==> src/rtl/cacheline_adaptor.sv <==
// cacheline_adaptor: converts single-shot 256-bit line read/write requests
// from the L1 cache into 4-beat, 64-bit bursts toward main memory, then
// returns a one-cycle resp_o pulse to the cache.
// Optional build macro CACHELINE_ADAPTOR_WATCHDOG_EN adds a beat watchdog
// that aborts a stalled burst, sets a sticky err_o and still answers the cache.
module cacheline_adaptor #(
  parameter int s_line   = 256,
  parameter int s_burst  = 64,
  parameter int s_offset = 5,
  parameter int timeout  = 64
) (
  input  logic               clk,
  input  logic               rst,
  input  logic [s_line-1:0]  line_i,
  output logic [s_line-1:0]  line_o,
  input  logic [31:0]        address_i,
  input  logic               read_i,
  input  logic               write_i,
  output logic               resp_o,
  input  logic [s_burst-1:0] burst_i,
  output logic [s_burst-1:0] burst_o,
  output logic [31:0]        address_o,
  output logic               read_o,
  output logic               write_o,
  input  logic               resp_i,
  output logic               err_o
);

  localparam int BEATS = s_line / s_burst;
  localparam int KW    = $clog2(BEATS);
  localparam logic [KW-1:0] K_LAST = KW'(BEATS - 1);

  typedef enum logic [1:0] {IDLE, READ, WRITE, DONE} state_e;

  state_e              state_q, state_d;
  logic [KW-1:0]       k_q, k_d;
  logic [s_line-1:0]   buf_q, buf_d;
  logic [s_line-1:0]   line_o_q, line_o_d;
  logic [s_burst-1:0]  burst_o_q, burst_o_d;
  logic [31:0]         address_o_q, address_o_d;
  logic                resp_o_q, resp_o_d;
  logic                read_o_q, read_o_d;
  logic                write_o_q, write_o_d;
  logic [31:0]         addr_aligned;

  assign addr_aligned = {address_i[31:s_offset], {s_offset{1'b0}}};

`ifdef CACHELINE_ADAPTOR_WATCHDOG_EN
  localparam int WDW = $clog2(timeout + 1);
  localparam logic [WDW-1:0] WD_LAST = WDW'(timeout - 1);
  logic [WDW-1:0] wd_q, wd_d;
  logic           err_q, err_d;
`endif

  // Next-state and registered-output computation
  always_comb begin
    state_d     = state_q;
    k_d         = k_q;
    buf_d       = buf_q;
    line_o_d    = line_o_q;
    burst_o_d   = burst_o_q;
    address_o_d = address_o_q;
    resp_o_d    = 1'b0;
    read_o_d    = read_o_q;
    write_o_d   = write_o_q;
`ifdef CACHELINE_ADAPTOR_WATCHDOG_EN
    wd_d        = '0;
    err_d       = err_q;
`endif
    case (state_q)
      IDLE: begin
        k_d = '0;
        if (write_i) begin
          // beat 0 goes out immediately; the rest wait in the shift buffer
          burst_o_d   = line_i[s_burst-1:0];
          buf_d       = line_i >> s_burst;
          address_o_d = addr_aligned;
          write_o_d   = 1'b1;
          state_d     = WRITE;
        end else if (read_i) begin
          address_o_d = addr_aligned;
          read_o_d    = 1'b1;
          state_d     = READ;
        end
      end
      READ: begin
        if (resp_i) begin
          line_o_d[s_burst*k_q +: s_burst] = burst_i;
          if (k_q == K_LAST) begin
            k_d      = '0;
            read_o_d = 1'b0;
            resp_o_d = 1'b1;
            state_d  = DONE;
          end else begin
            k_d = k_q + 1'b1;
          end
        end
      end
      WRITE: begin
        if (resp_i) begin
          burst_o_d = buf_q[s_burst-1:0];
          buf_d     = buf_q >> s_burst;
          if (k_q == K_LAST) begin
            k_d       = '0;
            write_o_d = 1'b0;
            resp_o_d  = 1'b1;
            state_d   = DONE;
          end else begin
            k_d = k_q + 1'b1;
          end
        end
      end
      // Turnaround cycle: requests are deliberately not sampled here
      default: state_d = IDLE;
    endcase
`ifdef CACHELINE_ADAPTOR_WATCHDOG_EN
    if ((state_q == READ || state_q == WRITE) && !resp_i) begin
      if (wd_q == WD_LAST) begin
        read_o_d  = 1'b0;
        write_o_d = 1'b0;
        resp_o_d  = 1'b1;
        err_d     = 1'b1;
        k_d       = '0;
        state_d   = DONE;
      end else begin
        wd_d = wd_q + 1'b1;
      end
    end
`endif
  end

  // State and output registers, cleared asynchronously
  always_ff @(posedge clk or negedge rst) begin
    if (!rst) begin
      state_q     <= IDLE;
      k_q         <= '0;
      buf_q       <= '0;
      line_o_q    <= '0;
      burst_o_q   <= '0;
      address_o_q <= '0;
      resp_o_q    <= 1'b0;
      read_o_q    <= 1'b0;
      write_o_q   <= 1'b0;
    end else begin
      state_q     <= state_d;
      k_q         <= k_d;
      buf_q       <= buf_d;
      line_o_q    <= line_o_d;
      burst_o_q   <= burst_o_d;
      address_o_q <= address_o_d;
      resp_o_q    <= resp_o_d;
      read_o_q    <= read_o_d;
      write_o_q   <= write_o_d;
    end
  end

`ifdef CACHELINE_ADAPTOR_WATCHDOG_EN
  // Watchdog counter and sticky error flag
  always_ff @(posedge clk or negedge rst) begin
    if (!rst) begin
      wd_q  <= '0;
      err_q <= 1'b0;
    end else begin
      wd_q  <= wd_d;
      err_q <= err_d;
    end
  end
  assign err_o = err_q;
`else
  assign err_o = 1'b0;
`endif

  assign line_o    = line_o_q;
  assign burst_o   = burst_o_q;
  assign address_o = address_o_q;
  assign resp_o    = resp_o_q;
  assign read_o    = read_o_q;
  assign write_o   = write_o_q;

endmodule

==> config.mk <==
export PLATFORM = sky130hd
export DESIGN_NAME = cacheline_adaptor
export DESIGN_NICKNAME = d
export VERILOG_FILES = /design/src/rtl/cacheline_adaptor.sv
export SDC_FILE = /design/constraint.sdc
export NUM_CORES = 1
export LEC_CHECK = 0
export CELL_PAD_IN_SITES_DETAIL_PLACEMENT = 0
export CELL_PAD_IN_SITES_GLOBAL_PLACEMENT = 1
export CORE_ASPECT_RATIO = 0.5
export CORE_MARGIN = 2
export CORE_UTILIZATION = 33
export DETAILED_ROUTE_END_ITERATION = 16
export PLACE_DENSITY_LB_ADDON = 0.3
export SLEW_MARGIN = 20
export SYNTH_ARGS = -nofsm -noshare
export SYNTH_HDL_FRONTEND = slang
export SYNTH_SLANG_ARGS = --single-unit
==> constraint.sdc <==
create_clock -name clk -period 6 [get_ports clk]
set_input_delay 0.6 -clock clk [delete_from_list [all_inputs] [get_ports clk]]
set_output_delay 0.6 -clock clk [all_outputs]
set_load 0.02 [all_outputs]
==> results of run 1 <==
[power by group through the flow]
stage               clock network, uW  registers [uW]  logic, uW
floorplan                           0            6230       3400
global placement                    0            5550       6410
detailed placement                  0            5580       6480
CTS                              3530            5530       6500
global route                     3700            5680       6820
finish                           3420            5530       6390
[routing by layer]
layer  up-vias  GRT usage, %
li1       6795             -
met3       132         4.108
met4         0         7.412
met1      7733         22.60
met5         -             0
met2       375         33.37
[layout by cell type (no fill, tap or decap), types with 2 or more instances in the layout]
master / synthesis / final
nand3_1: 5 / 2
a21oi_1: 2 / 2
inv_1: 7 / 7
clkbuf_1: 32 / 15
nor2_1: 4 / 3
conb_1: 1 / 6
a22o_1: 320 / 320
clkinvlp_4: 0 / 3
mux2_2: 342 / 342
nand2_1: 3 / 3
o31ai_1: 2 / 2
clkbuf_16: 0 / 52
clkinv_8: 0 / 3
nand3_4: 0 / 3
a32o_1: 2 / 2
clkinv_2: 0 / 4
mux2_1: 72 / 72
clkdlybuf4s50_1: 0 / 700
buf_12: 0 / 5
nand2b_1: 5 / 5
diode_2: 0 / 9
mux2i_1: 2 / 2
bufinv_16: 0 / 3
buf_4: 25 / 20
ha_1: 11 / 10
clkbuf_8: 0 / 15
dfrtp_1: 546 / 546
nor4_4: 2 / 2
[through the flow]
step / hold WS, ns / worst slack (ns) / instance area (sq um) / utilization [%] / power [uW]
2_1_floorplan: 0.3044 / 3.981 / 22250 / - / 9624
3_3_place_gp: 0.4612 / 2.500 / 30060 / 45.00 / 11950
3_5_place_dp: 0.4684 / 2.460 / 30060 / 45.00 / 12060
4_1_cts: 0.06048 / 2.662 / 31820 / 47.62 / 15560
5_1_grt: 0.06881 / 2.513 / 31840 / 47.65 / 16200
6_report: 0.04341 / 2.732 / 31840 / 47.65 / 15340
[how the worst min path moves through the flow]
stage                     from       endpoint  slack (ns)  depth (start not counted)
floorplan                  rst  address_o[10]        0.30                          0
global placement     buf_q[86]      buf_q[86]        0.46                          1
detailed placement  buf_q[106]     buf_q[106]        0.47                          1
CTS                        rst    line_o[229]        0.06                          1
global route               rst     line_o[37]        0.07                          1
finish                     rst     line_o[37]        0.04                          1
[flip-flops by register name, indices dropped and copies added (netlist names)]
| name | cells |
|---|---|
| line_o | 256 |
| buf_q | 192 |
| read_o | 1 |
| k_q | 2 |
| resp_o | 1 |
| address_o | 27 |
| state_q | 2 |
| burst_o | 64 |
| write_o | 1 |
[logic make-up (layout without fill, tap and decap cells)]
group,Yosys count,in the layout,synth area share (%)
other cells,1,15,0.01687
simple gates,25,25,0.7768
compound gates,331,331,12.99
mux,416,416,21.06
buf+inv,126,829,3.068
fa+ha+maj,11,11,0.6192
flops,546,546,61.47
[critical path: stages, from the launching register on]
cell and delay, ns:
dfrtp_1 0.41, inv_1 0.16, ha_4 0.62, buf_4 0.56
buf_4 0.60, mux2_2 0.41, mux2_1 0.29
[area by class of cell]
cell class / count / area share, %
Sequential cell: 546 / 42.91
Multi-Input combinational cell: 789 / 25.06
Timing Repair Buffer: 726 / 22.84
Clock buffer: 82 / 4.912
Tap cell: 897 / 3.525
Clock inverter: 14 / 0.5973
Inverter: 7 / 0.08252
Antenna cell: 9 / 0.07074
==> results_tabular.tex, run 1 <==
\begin{tabular}{lr}
\hline
Metric & Value \\
\hline
\multicolumn{2}{l}{\textbf{Run status}} \\
Status & finished, final reports clean \\
\multicolumn{2}{l}{\textbf{STA}} \\
F\_max & between 0.3 and 0.4 GHz \\
Final number of hold-violating endpoints & 0 \\
Fin. max-slew vios & 0 \\
Final setup violation count & 0 \\
Transition at the pin with the smallest max-transition slack & a little under 1 ns \\
Relative slew slack & 35.05\% \\
Tcrit/Tclk final & 54.47\% \\
Setup repair after global routing missed its margin & false \\
Min cycle time layout & between 3 and 4 ns \\
Total negative slack for setup checks & 0 ns \\
Clock skew & $\sim$0.028 ns \\
\multicolumn{2}{l}{\textbf{Final layout}} \\
Area Growth Syn to Fin & 43.24\% \\
Fraction of final layout cells sized beyond drive strength 1 & a little over a fifth \\
Total area of multi-input combinational cells & roughly 8000 sq um \\
Count of filler cells inserted in the layout & a little under 6000 \\
Post-layout nets & around 2500 \\
Non-filler instance count after layout & 3070 \\
Area taken by flip-flops and latches & $\sim$14000 sq um \\
\multicolumn{2}{l}{\textbf{Logic synthesis}} \\
Count of synthesis-stage warnings from yosys & 0 \\
Distinct cell type count after synthesis & 31 \\
Commonest cells in the synthesized netlist & dfrtp\_1 (546), mux2\_2 (342), a22o\_1 (320) \\
Synthesis-stage register bit count & 546 \\
Sequential cell area fraction in the yosys report & roughly three fifths \\
Number of enable flip-flop cells after synthesis & 0 \\
Top cell type by total area after synthesis & dfrtp\_1 \\
Number of instances in the synthesized netlist & about 1500 \\
Proportion of synthesized flip-flops having asynchronous set or reset & 100.0\% \\
Most frequent cell after synthesis & dfrtp\_1 \\
Main area contributors after synthesis & dfrtp\_1 (61\%), mux2\_2 (17\%), a22o\_1 (13\%) \\
Mapped cell area & about 22000 sq um \\
Avg Cell Area, Syn & around 15 sq um \\
Top-area cell type share of the netlist area & approximately 60\% \\
Dominant register cell in the synthesized netlist & dfrtp\_1 \\
\multicolumn{2}{l}{\textbf{Die}} \\
I/O pin total & 713 \\
Site row count & 67 \\
Die boundary width & 371.0 microns \\
Floorplan die height & 187.5 microns \\
Core footprint & $\sim$67000 sq um \\
Die footprint & roughly 70000 sq um \\
Starting density of the core & between 30\% and 40\% \\
\multicolumn{2}{l}{\textbf{Setup path}} \\
Worst-case register-to-register setup slack & 2.73 ns \\
Startpoint type of the worst setup path & flip-flop \\
R2R Path Start & state\_q[0] \\
Critical Path Sink Type & flip-flop \\
CP arrival & around 3.7 ns \\
Critical path type & flip-flop to flip-flop \\
Crit path from & state\_q[0] \\
Required @ worst endpoint & 6.46 ns \\
Maximum net fanout on the critical path & between 40 and 50 \\
CP endpoint & buf\_q[109] \\
Critical register-to-register path endpoint & buf\_q[109] \\
Count of cells along the worst register-to-register path & 6 \\
\multicolumn{2}{l}{\textbf{CTS}} \\
TritonCTS clock tree & built \\
Clock latency of the later-clocked register in the worst-skew pair & roughly 0.6 ns \\
Root Buffer & clkbuf\_16 \\
Count of hold buffers inserted by post-cts repair & 0 \\
Sink count of the clock tree & roughly 550 \\
Clock slew at the register clock pins of the worst setup and hold paths & approximately 0.070 ns \\
Postcts setup bufs & 0 \\
Maximum root-to-sink buffer count & 3 \\
Clock buffers created by TritonCTS & 52 \\
H-tree Lvls & 2 \\
Count of cells resized by post-cts repair & 0 \\
\multicolumn{2}{l}{\textbf{Drt}} \\
Number of optimization iterations in the first detailed-route pass & 4 \\
Routed wire per std cell & $\sim$22 microns \\
Wire length on met3 & around 3300 microns \\
Residual antenna-violating net count after detailed routing & 0 \\
Wire length after detailed routing & roughly 68000 microns \\
Met2 wire length & approximately 35000 microns \\
Met1 Routed Length & 26650 microns \\
Detailed-route via count & approximately 15000 \\
First-iteration detailed-routing DRC count & roughly 820 \\
Via density per instance & between 4 and 5 \\
Post-route DRC & 0 \\
DR top layer & met4 \\
\multicolumn{2}{l}{\textbf{Run}} \\
Maximum capacitance violations & 0 \\
\multicolumn{2}{l}{\textbf{GRT}} \\
Total routing resource utilization after global routing & a little under a fifth \\
Leftover overflow at the end of global routing & 0 \\
Vias in the first global route & approximately 16000 \\
Number of antenna violations at the first check in global routing & 9 \\
Maximum number of pins on one net before global-route repair & 159 \\
Wire length of the first global-routing pass & 101500 microns \\
\multicolumn{2}{l}{\textbf{Pwr}} \\
Standby leakage power & $\sim$0.014 uW \\
Relative contribution of the clock network to total power & between 20\% and 30\% \\
Internal power of the cells & between 10000 and 15000 uW \\
Switching part of the total power & approximately 33\% \\
IR Drop Worst-Case VDD & 0.3419 mV \\
Sequential power share & 36.0\% \\
Power share of the combinational group & between 40\% and 50\% \\
Pwr per Cell Area & about 480 nW/um\^{}2 \\
Total net switching power & slightly above 5000 uW \\
\multicolumn{2}{l}{\textbf{Placed design}} \\
Cell count after placement & between 2000 and 3000 \\
Global placement routability congestion & a little under 0.8 \\
Number of buffer cells added on primary ports & approximately 700 \\
Post-detail-place hpwl & around 45000 microns \\
\multicolumn{2}{l}{\textbf{Min path}} \\
Class of the worst hold path & input port to async pin \\
\hline
\end{tabular}
(Power assumes the default switching activity.)
==> run 2, diff against run 1 <==
clock period = 3.38 ns   (was 6 ns; I/O delays follow)
==> run 2 against run 1 <==
Compared with the run above:
- clock skew down 0.013 ns
- total power up 80%
- die area unchanged
- fmax up 33%
- critical path depth unchanged
- sequential cell count unchanged
- critical endpoint is now line_o[185]
- largest cell class unchanged
- largest power group unchanged
==> results_tabular.tex, run 2 (same netlist as run 1, synthesis figures left out) <==
\begin{tabular}{lr}
\hline
Metric & Value \\
\hline
\multicolumn{2}{l}{\textbf{Setup path}} \\
Required @ worst endpoint & 3.91 ns (was 6.46 ns) \\
Critical path type & flip-flop to flip-flop (unchanged) \\
Cell type group with the largest total delay on the critical path & buffers and inverters (unchanged) \\
Cell with the largest stage delay on the worst path & dfrtp\_1 (was ha\_4) \\
Maximum cell stage delay along the critical path & 0.61 ns (was 0.62 ns) \\
Crit path buffers/inverters & 2 (was 3) \\
Maximum net fanout on the critical path & 37 (was 48) \\
CP arrival & 2.99 ns (was 3.73 ns) \\
Critical Path Sink Type & flip-flop (unchanged) \\
Startpoint type of the worst setup path & flip-flop (unchanged) \\
Crit-path cells & inv\_1 -> ha\_1 -> nand2b\_1 -> nor4\_4 -> buf\_4 -> a22o\_1 (was inv\_1 -> ha\_4 -> buf\_4 -> buf\_4 -> mux2\_2 -> mux2\_1) \\
\multicolumn{2}{l}{\textbf{CTS}} \\
Clock latency of the later-clocked register in the worst-skew pair & 0.59 ns (was 0.60 ns) \\
H-tree Lvls & 2 (unchanged) \\
Postcts setup bufs & 0 (unchanged) \\
Sink count of the clock tree & 546 (unchanged) \\
Count of hold buffers inserted by post-cts repair & 1 (was 0) \\
Maximum root-to-sink buffer count & 3 (unchanged) \\
TritonCTS clock tree & built (unchanged) \\
Root Buffer & clkbuf\_16 (unchanged) \\
Count of cells resized by post-cts repair & 0 (unchanged) \\
Clock slew at the register clock pins of the worst setup and hold paths & 0.07 ns (about the same) \\
Clock buffers created by TritonCTS & 52 (unchanged) \\
\multicolumn{2}{l}{\textbf{Pwr}} \\
Relative contribution of the clock network to total power & 22.4\% (was 22.3\%) \\
IR Drop Worst-Case VDD & 0.5121 mV (was 0.3419 mV) \\
Switching part of the total power & 32.97\% (was 33.14\%) \\
Pwr per Cell Area & 857.5 nW/um\^{}2 (was 481.8 nW/um\^{}2) \\
Internal power of the cells & 18480 uW (was 10260 uW) \\
Power share of the combinational group & 42.0\% (was 41.7\%) \\
Total net switching power & 9088 uW (was 5084 uW) \\
Standby leakage power & 0.01384 uW (was 0.01368 uW) \\
Sequential power share & 35.7\% (was 36.0\%) \\
\multicolumn{2}{l}{\textbf{STA}} \\
Tcrit/Tclk final & 72.91\% (was 54.47\%) \\
Transition at the pin with the smallest max-transition slack & 0.9710 ns (was 0.9743 ns) \\
Clock skew & 0.01475 ns (was 0.02812 ns) \\
Min cycle time layout & 2.464 ns (was 3.268 ns) \\
Setup repair after global routing missed its margin & false (unchanged) \\
Relative slew slack & 35.26\% (was 35.05\%) \\
Total negative slack for setup checks & 0 ns (unchanged) \\
Fin. max-slew vios & 0 (unchanged) \\
F\_max & 0.4058 GHz (was 0.3060 GHz) \\
Final setup violation count & 0 (unchanged) \\
Final number of hold-violating endpoints & 0 (unchanged) \\
\multicolumn{2}{l}{\textbf{Final layout}} \\
Count of filler cells inserted in the layout & 5961 (was 5938) \\
Commonest non-fill, non-tap cell in the layout & clkdlybuf4s50\_1 (unchanged) \\
Post-layout nets & 2509 (was 2490) \\
Design area & 32150 sq um (was 31840 sq um) \\
Number of flip-flops under the largest register name & 256 (unchanged) \\
Area Growth Syn to Fin & 44.64\% (was 43.24\%) \\
Most used cells in the layout excluding fill and tap cells & clkdlybuf4s50\_1 (700), dfrtp\_1 (546), mux2\_2 (342) (unchanged) \\
Fraction of final layout cells sized beyond drive strength 1 & 22.12\% (was 21.30\%) \\
\multicolumn{2}{l}{\textbf{Drt}} \\
First-iteration detailed-routing DRC count & 673 (was 823) \\
Wire length after detailed routing & 68740 microns (was 67580 microns) \\
Routed wire per std cell & 22.24 microns (was 22.01 microns) \\
Residual antenna-violating net count after detailed routing & 0 (unchanged) \\
Post-route DRC & 0 (unchanged) \\
Detailed-route via count & 15200 (was 15040) \\
Via density per instance & 4.919 (was 4.897) \\
Number of optimization iterations in the first detailed-route pass & 4 (unchanged) \\
\multicolumn{2}{l}{\textbf{Run}} \\
Maximum capacitance violations & 0 (unchanged) \\
\multicolumn{2}{l}{\textbf{Placed design}} \\
Global placement routability congestion & 0.7787 (was 0.7777) \\
Post-detail-place hpwl & 46150 microns (was 44540 microns) \\
Number of buffer cells added on primary ports & 701 (unchanged) \\
Total cell area at the placement stage & 30340 sq um (was 30060 sq um) \\
\multicolumn{2}{l}{\textbf{Die}} \\
Site row count & 67 (unchanged) \\
I/O pin total & 713 (unchanged) \\
Starting density of the core & 33.27\% (unchanged) \\
Core footprint & 66810 sq um (unchanged) \\
Floorplan die height & 187.5 microns (unchanged) \\
Die footprint & 69570 sq um (unchanged) \\
Die boundary width & 371.0 microns (unchanged) \\
\multicolumn{2}{l}{\textbf{GRT}} \\
Total routing resource utilization after global routing & 19.44\% (was 18.97\%) \\
Leftover overflow at the end of global routing & 0 (unchanged) \\
Maximum number of pins on one net before global-route repair & 82 (was 159) \\
Vias in the first global route & 16260 (was 15910) \\
Number of antenna violations at the first check in global routing & 9 (unchanged) \\
Wire length of the first global-routing pass & 104100 microns (was 101500 microns) \\
\multicolumn{2}{l}{\textbf{Run status}} \\
Status & finished, final reports clean (unchanged) \\
\multicolumn{2}{l}{\textbf{Min path}} \\
Class of the worst hold path & input port to async pin (unchanged) \\
\hline
\end{tabular}
run 2: final timing paths:
path,startpoint,endpoint,slack [ns],depth (start not counted)
worst max-delay path,k_q[0],line_o[185],0.92,6
worst min-delay path,rst,line_o[80],0.30,2
worst max register to register,k_q[0],line_o[185],0.92,6
worst min register to register,buf_q[82],buf_q[82],0.48,1
max in group asynchronous,rst,line_o[114],1.99,4
min in group clk,line_i[203],buf_q[139],0.34,2
run 2: per-stage QoR:
step	setup slack, ns	power (uW)	hold slack [ns]	util, %	cells
after CTS	0.9150	27980	0.2867	48.09	3081
after detailed placement	0.6151	21660	0.3844	45.40	2983
after global placement	0.6352	21480	0.3815	45.40	2983
after global routing	0.7287	29130	0.3086	48.12	3090
after floorplan	1.361	17080	0.04241	-	1461
final	0.9156	27570	0.2979	48.12	3090
run 2: area by class of cell:
| class | instances | area [sq um] | share of cell area (%) |
|---|---|---|---|
| Antenna cell | 9 | 22.52 | 0.07005 |
| Clock inverter | 21 | 270.3 | 0.8406 |
| Timing Repair Buffer | 745 | 7555 | 23.50 |
| Inverter | 7 | 26.28 | 0.08173 |
| Multi-Input combinational cell | 789 | 7979 | 24.82 |
| Sequential cell | 546 | 13660 | 42.50 |
| Tap cell | 897 | 1122 | 3.491 |
| Clock buffer | 76 | 1511 | 4.701 |
run 2: worst register-to-register path, stage by stage, from the launching register on:
cell	delay, ns
dfrtp_1	0.61
inv_1	0.18
ha_1	0.46
nand2b_1	0.20
nor4_4	0.20
buf_4	0.50
a22o_1	0.24
run 2: layer usage:
metal / part of all wire, % / vias up / global-route usage (%)
met5: 0 / - / 0
met1: 39 / 7912 / 23.11
li1: - / 6832 / -
met3: 4.8 / 110 / 4.108
met2: 53 / 345 / 34.69
met4: 3.2 / 0 / 6.867
run 2: power by group through the flow:
stage	clock, uW	combinational, uW	sequential [uW]
2_1_floorplan	0	6030	11100
3_3_place_gp	0	11600	9870
3_5_place_dp	0	11700	9920
4_1_cts	6360	11800	9840
5_1_grt	6680	12300	10100
6_report	6170	11600	9830
